--- config.mk ---
export PLATFORM = sky130hd
export DESIGN_NAME = attn_score_tx
export DESIGN_NICKNAME = d
export VERILOG_FILES = /design/src/rtl/attn_pkg.sv /design/src/rtl/attn_sync_fifo.sv /design/src/rtl/attn_score_tx.sv
export SDC_FILE = /design/constraint.sdc
export NUM_CORES = 1
export LEC_CHECK = 0
export CAP_MARGIN = 30
export CORE_ASPECT_RATIO = 1.75
export CORE_MARGIN = 1.5
export CORE_UTILIZATION = 55
export DETAILED_ROUTE_END_ITERATION = 16
export GPL_ROUTABILITY_DRIVEN = 0
export GPL_TIMING_DRIVEN = 1
export PLACE_DENSITY = 0.9
export SYNTH_ARGS = -nofsm -noshare
export SYNTH_HDL_FRONTEND = slang
export SYNTH_HIERARCHICAL = 1
export SYNTH_SLANG_ARGS = --single-unit
--- constraint.sdc ---
create_clock -name clk -period 4.9 [get_ports clk]
set_input_delay 0.735 -clock clk [delete_from_list [all_inputs] [get_ports clk]]
set_output_delay 0.735 -clock clk [all_outputs]
set_load 0.05 [all_outputs]
--- src/rtl/attn_pkg.sv ---
// attn_pkg: shared types and constants for the attention output transmitter
package attn_pkg;
  localparam int SCORE_W = 9;
  localparam logic [1:0] TAG_SCORE = 2'b01;
  localparam logic [1:0] TAG_SUM = 2'b10;
  typedef enum logic [2:0] {
    IDLE,
    LO,
    HI
`ifdef ATTN_TX_SUM_EN
    ,
    SUM_LO,
    SUM_HI
`endif
  } tx_state_t;
endpackage

--- src/rtl/attn_sync_fifo.sv ---
// attn_sync_fifo: single-clock FIFO with same-cycle push/pop and occupancy count
module attn_sync_fifo #(
  parameter int W = 9,
  parameter int DEPTH = 4,
  parameter int CW = $clog2(DEPTH + 1)
) (
  input  logic          clk,
  input  logic          rst,
  input  logic          push,
  input  logic          pop,
  input  logic [W-1:0]  din,
  output logic [W-1:0]  dout,
  output logic [CW-1:0] count
);
  localparam int AW = $clog2(DEPTH);
  logic [W-1:0] mem_q [DEPTH];
  logic [W-1:0] mem_d [DEPTH];
  logic [AW-1:0] wp_q, wp_d, rp_q, rp_d;
  logic [CW-1:0] cnt_q, cnt_d;
  assign dout = mem_q[rp_q];
  assign count = cnt_q;
  // pointer and occupancy update; caller guarantees push only when room and pop only when non-empty
  always_comb begin
    mem_d = mem_q;
    wp_d = push ? wp_q + 1'b1 : wp_q;
    rp_d = pop ? rp_q + 1'b1 : rp_q;
    cnt_d = cnt_q + CW'(push) - CW'(pop);
    if (push) mem_d[wp_q] = din;
  end
  // storage is not reset; only the pointers and count define validity
  always_ff @(posedge clk) begin
    mem_q <= mem_d;
    if (rst) begin
      wp_q <= '0;
      rp_q <= '0;
      cnt_q <= '0;
    end else begin
      wp_q <= wp_d;
      rp_q <= rp_d;
      cnt_q <= cnt_d;
    end
  end
endmodule

--- src/rtl/attn_score_tx.sv ---
// attn_score_tx: buffers e^x scores and serializes them as tagged byte pairs; ATTN_TX_SUM_EN adds per-group sum frames
module attn_score_tx
  import attn_pkg::*;
#(
  parameter int DEPTH = 4,
  parameter int GROUP = 4
) (
  input  logic               clk,
  input  logic               rst,
  input  logic [SCORE_W-1:0] score_in,
  input  logic               score_vld_in,
  output logic [3:0]         credit_out,
  output logic [7:0]         data_mst_out,
  output logic               vld_mst_out,
  input  logic               rdy_mst_in,
  output logic               overflow_out
);
  localparam int CW = $clog2(DEPTH + 1);
  tx_state_t state_q, state_d;
  logic [CW-1:0] count;
  logic [SCORE_W-1:0] head;
  logic hs, pop, push_ok, more, ovf_q, ovf_d;
`ifdef ATTN_TX_SUM_EN
  localparam int GLOG = $clog2(GROUP);
  localparam int GW = GLOG > 0 ? GLOG : 1;
  localparam int SW = SCORE_W + GLOG;
  logic [SW-1:0] acc_q, acc_d;
  logic [GW-1:0] grp_q, grp_d;
  logic [11:0] sum_ext;
  logic last;
  assign sum_ext = 12'(acc_q);
  assign last = grp_q == GW'(GROUP - 1);
`else
  if (GROUP < 1 || GROUP > 8) begin : g_group_unsupported
  end
`endif
  attn_sync_fifo #(.W(SCORE_W), .DEPTH(DEPTH), .CW(CW)) u_fifo (
    .clk(clk),
    .rst(rst),
    .push(push_ok),
    .pop(pop),
    .din(score_in),
    .dout(head),
    .count(count)
  );
  assign vld_mst_out = state_q != IDLE;
  assign hs = vld_mst_out & rdy_mst_in;
  assign pop = state_q == HI && hs;
  assign push_ok = score_vld_in && (count < CW'(DEPTH) || pop);
  assign more = count > CW'(1) || push_ok;
  assign credit_out = 4'(DEPTH) - 4'(count);
  assign overflow_out = ovf_q;
  // frame sequencing; the head is popped only on the score's second byte
  always_comb begin
    state_d = state_q;
    ovf_d = ovf_q | (score_vld_in & ~push_ok);
    case (state_q)
      IDLE: state_d = |count ? LO : IDLE;
      LO: state_d = hs ? HI : LO;
`ifdef ATTN_TX_SUM_EN
      HI: state_d = !hs ? HI : last ? SUM_LO : more ? LO : IDLE;
      SUM_LO: state_d = hs ? SUM_HI : SUM_LO;
      SUM_HI: state_d = !hs ? SUM_HI : |count ? LO : IDLE;
`else
      HI: state_d = !hs ? HI : more ? LO : IDLE;
`endif
      default: state_d = IDLE;
    endcase
  end
`ifdef ATTN_TX_SUM_EN
  // accumulate each popped score; clear once the sum frame has been taken
  always_comb begin
    acc_d = pop ? acc_q + SW'(head) : acc_q;
    grp_d = pop ? grp_q + 1'b1 : grp_q;
    if (state_q == SUM_HI && hs) begin
      acc_d = '0;
      grp_d = '0;
    end
  end
  // byte mux; held stable because head and sum only change on the frame's last handshake
  always_comb begin
    data_mst_out = state_q == LO ? head[7:0] :
                   state_q == HI ? {TAG_SCORE, 5'b0, head[8]} :
                   state_q == SUM_LO ? sum_ext[7:0] :
                   state_q == SUM_HI ? {TAG_SUM, 2'b0, sum_ext[11:8]} : 8'h00;
  end
  // sum state registers
  always_ff @(posedge clk) begin
    if (rst) begin
      acc_q <= '0;
      grp_q <= '0;
    end else begin
      acc_q <= acc_d;
      grp_q <= grp_d;
    end
  end
`else
  // byte mux; held stable because head only changes on the frame's last handshake
  always_comb begin
    data_mst_out = state_q == LO ? head[7:0] :
                   state_q == HI ? {TAG_SCORE, 5'b0, head[8]} : 8'h00;
  end
`endif
  // state and sticky overflow registers
  always_ff @(posedge clk) begin
    if (rst) begin
      state_q <= IDLE;
      ovf_q <= 1'b0;
    end else begin
      state_q <= state_d;
      ovf_q <= ovf_d;
    end
  end
endmodule

==> results.sh, run 1 <==
export IMPL_antenna_found_initial=0
export IMPL_synth_compound_area_frac=0.0346
export IMPL_clk_path_buf_depth=2
export IMPL_grt_max_degree=15
export IMPL_ir_drop_uv=599
export IMPL_cts_root_buf="clkbuf_8"
export IMPL_wl_met1_um=1220
export IMPL_p_int_uw=852
export IMPL_p_sw_frac=0.357
export IMPL_powerDensity_nw_per_um2=552
export IMPL_wl_um=3480
export IMPL_p_leak_nw=0.861
export IMPL_routed_top_layer="met4"
export IMPL_clock_sinks=46
export IMPL_cts_buffers=5
export IMPL_drtIter0Drc=13
export IMPL_place_area_sq_um=2290
export IMPL_finalInstanceArea_sq_um=2400
export IMPL_cts_tree="done"
export IMPL_drc=0
export IMPL_ant_nets=0
export IMPL_layout_drive_gt1_share=0.109
export IMPL_p_sw_uw=474
export IMPL_grtUsageTotal=0.194
export IMPL_slew_viol_final=0
export IMPL_syn_inst=124
export IMPL_power_frac_seq=0.407
export IMPL_worstSetupEndpointType="output port"
export IMPL_area_growth_pct=20.6
export IMPL_setup_viol=0
export IMPL_grt_pass1_vias=1116
export IMPL_hold_slack_ns=0.493
export IMPL_power_frac_clock=0.202
export IMPL_dp_cells=193
export IMPL_synth_xor_xnor_area_share=0.0207
export IMPL_synth_fa_ha_area_frac=0.0729
export IMPL_fin_crit_ns=3.39
export IMPL_worstHoldEndpoint="overflow_out"
export IMPL_rows=28
export IMPL_netlist_area_leader_share=0.543
export IMPL_cp_max_fo=12
export IMPL_worstSetupStartpointType="register"
export IMPL_slew_headroom=0.547
export IMPL_die_width_um=48.5
export IMPL_critPathRequiredTime_ns=4.16
export IMPL_hold_path_class="reg2reg"
export IMPL_r2r_end="u_fifo/count[2]"
export IMPL_synthMuxAreaShare=0.116
export IMPL_synth_avg_cell_area_sq_um=16.1
export IMPL_post_cts_resized=0
export IMPL_synthTopCellsByArea="edfxtp_1 54%, dfxtp_1 10%, mux4_2 7.9%"
export IMPL_holdCritStartpoint="overflow_out"
export IMPL_skew_ns=0.00790
export IMPL_reg2reg_slack_ns=2.24
export IMPL_dp_hpwl_um=2460
export IMPL_yosys_most_used_dff="edfxtp_1"
export IMPL_crit_start="u_fifo/rp_q[0]"
export IMPL_clock_latency_ns=0.29
export IMPL_synth_top_family_by_area="multiplexers"
export IMPL_hold_path_depth=1
export IMPL_min_period_over_period=0.691
export IMPL_max_freq_ghz=0.295
export IMPL_portBuffers=26
export IMPL_die_area_sq_um=4000
export IMPL_r2r_start="u_fifo/count[0]"
export IMPL_grt_pass1_wl_um=5400
export IMPL_totalPowerFinal_mw=1.33
export IMPL_fp_coreArea_sq_um=3430
export IMPL_wl_met2_um=2090
export IMPL_ys_types=27
export IMPL_vias=1060
export IMPL_yosysSeqAreaShare=0.644
export IMPL_grt_remaining_overflow=0
export IMPL_syn_num_nets=148
export IMPL_finalHoldViolations=0
export IMPL_drt_pre_antenna_iters=4
export IMPL_vias_per_cell=5.27
export IMPL_synth_seq_cells=46
export IMPL_yosysTopAreaCell="edfxtp_1"
export IMPL_worst_pin_slew_ns=0.679
export IMPL_synth_simple_gate_area_frac=0.0798
export IMPL_rsz0062_at_grt="no"
export IMPL_path_clk_slew_ns=0.08
export IMPL_async_flop_share=0
export IMPL_initial_utilization=0.580
export IMPL_synth_edf_count=36
export IMPL_ios=27
export IMPL_fin_nets=179
export IMPL_wl_per_cell_um=17.3
export IMPL_tns_ns=0
export IMPL_cts_hold_buf=0
export IMPL_rr_worst_depth=12
export IMPL_ys_warn_count=6
export IMPL_route_met3_wl_um=79
export IMPL_post_cts_buffers=0
export IMPL_htreeDepth=2
export IMPL_status="finished, final reports clean"
export IMPL_layoutNonFillerInstCount=201
export IMPL_diodes=0
export IMPL_die_h_um=82.6
export IMPL_cap_viol_max_count=0
export IMPL_cp_arrival_ns=2.65
export IMPL_path_class="reg2out"
export IMPL_p_comb_frac=0.391
export IMPL_syn_area_sq_um=1990
==> worst max-delay path: stages, from the launching register on <==
cell,delay (ns)
dfxtp_1,0.76
mux4_1,0.66
a22o_1,0.24
clkdlybuf4s50_1,0.70
==> cell families (layout without fill, tap and decap cells) <==
| family | after synthesis | in the layout |
|---|---|---|
| flops | 46 | 46 |
| simple gates | 29 | 29 |
| buf+inv | 15 | 47 |
| fa+ha+maj | 11 | 11 |
| mux | 11 | 11 |
| compound gates | 9 | 9 |
| xor+xnor | 3 | 3 |
==> state kept, by name, indices dropped and copies added, names as in the netlist <==
register and cells:
overflow_out 1, u_fifo/count 3, u_fifo/wp_q 2, state_q 2, u_fifo/rp_q 2, u_fifo/mem_q 36
==> cell type report <==
type,count,area [sq um]
Clock buffer,6,72.6
Clock inverter,2,37.5
Fill cell,243,1030
Inverter,13,48.8
Multi-Input combinational cell,63,644
Sequential cell,46,1280
Tap cell,45,56.3
Timing Repair Buffer,26,260
==> per-layer routing <==
metal	up-vias	global-route usage
li1	508	-
met1	526	0.177
met2	20	0.385
met3	6	0.0414
met4	0	0.120
met5	-	0
==> cell usage after synthesis (2+ instances only) <==
master,count
nor2_1,9
mux2i_1,2
nor2b_1,3
ha_1,10
xnor2_1,2
and2_1,11
dfxtp_1,10
nand2_1,2
edfxtp_1,36
o21ai_0,2
nand3b_1,2
mux4_1,2
inv_1,13
mux4_2,7
==> worst max-delay path by stage <==
stage | endpoint | slack [ns] | cells after the start
after CTS | data_mst_out[0] | 1.46 | 3
after global placement | data_mst_out[0] | 1.89 | 3
after detailed placement | data_mst_out[0] | 1.77 | 3
after floorplan | u_fifo/count[2] | 2.12 | 12
final | data_mst_out[0] | 1.51 | 3
after global routing | data_mst_out[0] | 1.41 | 3
==> power groups by stage <==
stage,clock (mW),sequential [mW],combinational (mW)
after floorplan,0,0.554,0.356
after global placement,0,0.540,0.505
after detailed placement,0,0.548,0.523
after CTS,0.276,0.541,0.527
after global routing,0.292,0.547,0.558
final,0.267,0.540,0.519
==> layout by cell type (no fill, tap or decap) <==
cell type         n
o2bb2ai_1         1
a21bo_2           1
xor3_1            1
nor2b_1           3
nand3b_1          2
clkbuf_8          5
dfxtp_1          10
and2_1           11
mux4_2            7
a32o_1            1
a21o_1            1
nor2b_2           1
bufinv_16         1
edfxtp_1         36
mux2i_1           2
inv_1            13
nand2_1           2
a22o_1            1
or2_2             1
nor2_1            9
ha_1             10
clkbuf_1          1
clkinvlp_4        1
mux4_1            2
xnor2_1           2
a2bb2oi_1         1
a21oi_1           1
clkdlybuf4s50_1  26
o21ai_0           2
fa_1              1
==> per-stage QoR <==
stage | utilization | setup WS, ns
floorplan | - | 2.12
global placement | 0.667 | 1.89
detailed placement | 0.667 | 1.77
CTS | 0.699 | 1.46
global route | 0.699 | 1.41
finish | 0.699 | 1.51
No activity file was read; power rests on OpenSTA's default activity.
==> inputs of run 2 (changes only) <==
- CORE_UTILIZATION: 55 -> 54
- PLACE_DENSITY: 0.9 -> 0.89
- clock period: 4.9 -> 3.34 ns (I/O delays scaled with it)
==> run 2 against run 1 <==
  * Clock power is 27% higher
  * Worst hold slack gained 0.00068 ns
  * Clock skew down 0.0025 ns
  * Count of clock-buffer cells in the layout is 1 higher
  * Sequential power increased by 46%
  * Power rose by 43%
==> results.sh, run 2 (synthesis gave the netlist of run 1 again) <==
export IMPL_grt_max_degree=14
export IMPL_fin_nets=180
export IMPL_rsz0062_at_grt="no"
export IMPL_path_class="reg2out"
export IMPL_powerDensity_nw_per_um2=794
export IMPL_grt_remaining_overflow=0
export IMPL_path_cells="buf_4 > mux4_2 > a21o_1 > clkdlybuf4s50_1"
export IMPL_wl_um=3410
export IMPL_htreeDepth=2
export IMPL_cp_num_buf_inv=2
export IMPL_layout_drive_gt1_share=0.115
export IMPL_cap_viol_max_count=0
export IMPL_hold_path_depth=1
export IMPL_reg2reg_slack_ns=0.68
export IMPL_multi_input_area_sq_um=644
export IMPL_post_place_ws_ns=0.496
export IMPL_drtIter0Drc=26
export IMPL_dp_hpwl_um=2430
export IMPL_grtUsageTotal=0.190
export IMPL_initial_utilization=0.554
export IMPL_worstSetupEndpointType="output port"
export IMPL_grt_pass1_vias=1166
export IMPL_die_width_um=48.9
export IMPL_max_stage_delay_ns=0.69
export IMPL_min_period_over_period=0.868
export IMPL_die_area_sq_um=4070
export IMPL_clock_latency_ns=0.30
export IMPL_top_register="u_fifo/mem_q"
export IMPL_max_freq_ghz=0.345
export IMPL_path_clk_slew_ns=0.08
export IMPL_antenna_found_initial=0
export IMPL_wl_per_cell_um=16.8
export IMPL_layoutNonFillerInstCount=203
export IMPL_ios=27
export IMPL_rows=29
export IMPL_status="finished, final reports clean"
export IMPL_p_leak_nw=0.863
export IMPL_clock_sinks=46
export IMPL_vias=1107
export IMPL_slew_viol_final=0
export IMPL_path_delay_family="buffers and inverters"
export IMPL_die_h_um=83.3
export IMPL_worst_pin_slew_ns=0.521
export IMPL_vias_per_cell=5.45
export IMPL_cp_slowest_cell="clkdlybuf4s50_1"
export IMPL_portBuffers=26
export IMPL_final_common_cell="edfxtp_1"
export IMPL_largest_register_ffs=36
export IMPL_rr_worst_depth=12
export IMPL_fp_coreArea_sq_um=3590
export IMPL_fin_crit_ns=2.90
export IMPL_skew_ns=0.00538
export IMPL_worstSetupStartpointType="register"
export IMPL_fin_ws_ns=0.441
export IMPL_cp_depth=4
export IMPL_fillers=246
export IMPL_worstHoldEndpoint="overflow_out"
export IMPL_final_cell_mix="36 x edfxtp_1, 26 x clkdlybuf4s50_1, 13 x inv_1, 11 x and2_1"
export IMPL_drc=0
export IMPL_cts_tree="done"
export IMPL_cts_root_buf="clkbuf_8"
export IMPL_grt_pass1_wl_um=5560
export IMPL_holdCritStartpoint="overflow_out"
export IMPL_diodes=0
export IMPL_hold_path_class="reg2reg"
export IMPL_r2r_start="u_fifo/count[0]"
export IMPL_finalHoldViolations=0
export IMPL_critPathRequiredTime_ns=2.84
export IMPL_tns_ns=0
export IMPL_post_cts_buffers=0
export IMPL_ant_nets=0
export IMPL_r2r_end="u_fifo/count[2]"
export IMPL_setup_viol=0
export IMPL_area_growth_pct=20.1
export IMPL_cts_hold_buf=0
export IMPL_cp_arrival_ns=2.40
export IMPL_clk_path_buf_depth=2
export IMPL_slew_headroom=0.652
export IMPL_post_cts_resized=0
export IMPL_dp_cells=195
export IMPL_cp_max_fo=8
export IMPL_cts_buffers=5
export IMPL_ir_drop_uv=709
export IMPL_seq_area_sq_um=1280
export IMPL_drt_pre_antenna_iters=4
==> run 2: changes by cell type in the layout (fill, tap and decap cells not counted) <==
| cell | previous run | this run |
|---|---|---|
| clkinv_2 | 0 | 1 |
| buf_4 | 0 | 1 |
| bufinv_16 | 1 | 0 |
| clkinvlp_4 | 1 | 0 |
| clkbuf_8 | 5 | 6 |
==> run 2: area by class of cell <==
| type | instances | area share |
|---|---|---|
| sequential | 46 | 0.536 |
| multi-input combinational | 63 | 0.269 |
| timing repair buffer | 27 | 0.112 |
| clock buffer | 7 | 0.0361 |
| tap | 46 | 0.0241 |
| inverter | 13 | 0.0204 |
| clock inverter | 1 | 0.00209 |
==> run 2: metrics by stage <==
step	util	total power [mW]	hold slack (ns)	area [sq um]
after floorplan	-	1.33	0.514	1990
after global placement	0.640	1.53	0.454	2300
after detailed placement	0.640	1.58	0.478	2300
after CTS	0.666	1.92	0.498	2390
after global routing	0.666	1.99	0.518	2390
final	0.666	1.90	0.493	2390
==> run 2: report_power, final <==
group          switching, mW  leakage, nW  internal, mW
sequential            0.0627        0.411         0.729
combinational          0.467        0.404         0.302
clock                  0.172       0.0482         0.167
==> run 2: routing by layer <==
layer  share of wire  vias to the layer above  global-route usage
li1                -                      516                   -
met1            0.35                      552               0.192
met2            0.58                       31               0.341
met4           0.023                        0               0.114
met5               0                        -                   0
met3           0.040                        8              0.0450
==> run 2: worst max path at each step <==
stage                         start               to  slack, ns
finish               u_fifo/rp_q[0]  data_mst_out[6]       0.44
global route         u_fifo/rp_q[0]  data_mst_out[4]       0.34
CTS                  u_fifo/rp_q[0]  data_mst_out[6]       0.42
detailed placement       rdy_mst_in  u_fifo/count[2]       0.50
global placement         rdy_mst_in  u_fifo/count[2]       0.58
floorplan           u_fifo/count[0]  u_fifo/count[2]       0.56
==> run 2: worst register-to-register path: cells and delay by family, from the launching register on <==
kind                       cells  cell delay [ns]
AOI/OAI and AO/OA              1             0.18
xor gates and xnor gates       1             0.20
adders and majority gates      5             1.23
buffers and inverters          3             0.18
DFF                            1             0.43
and+or+nand+nor                2             0.33
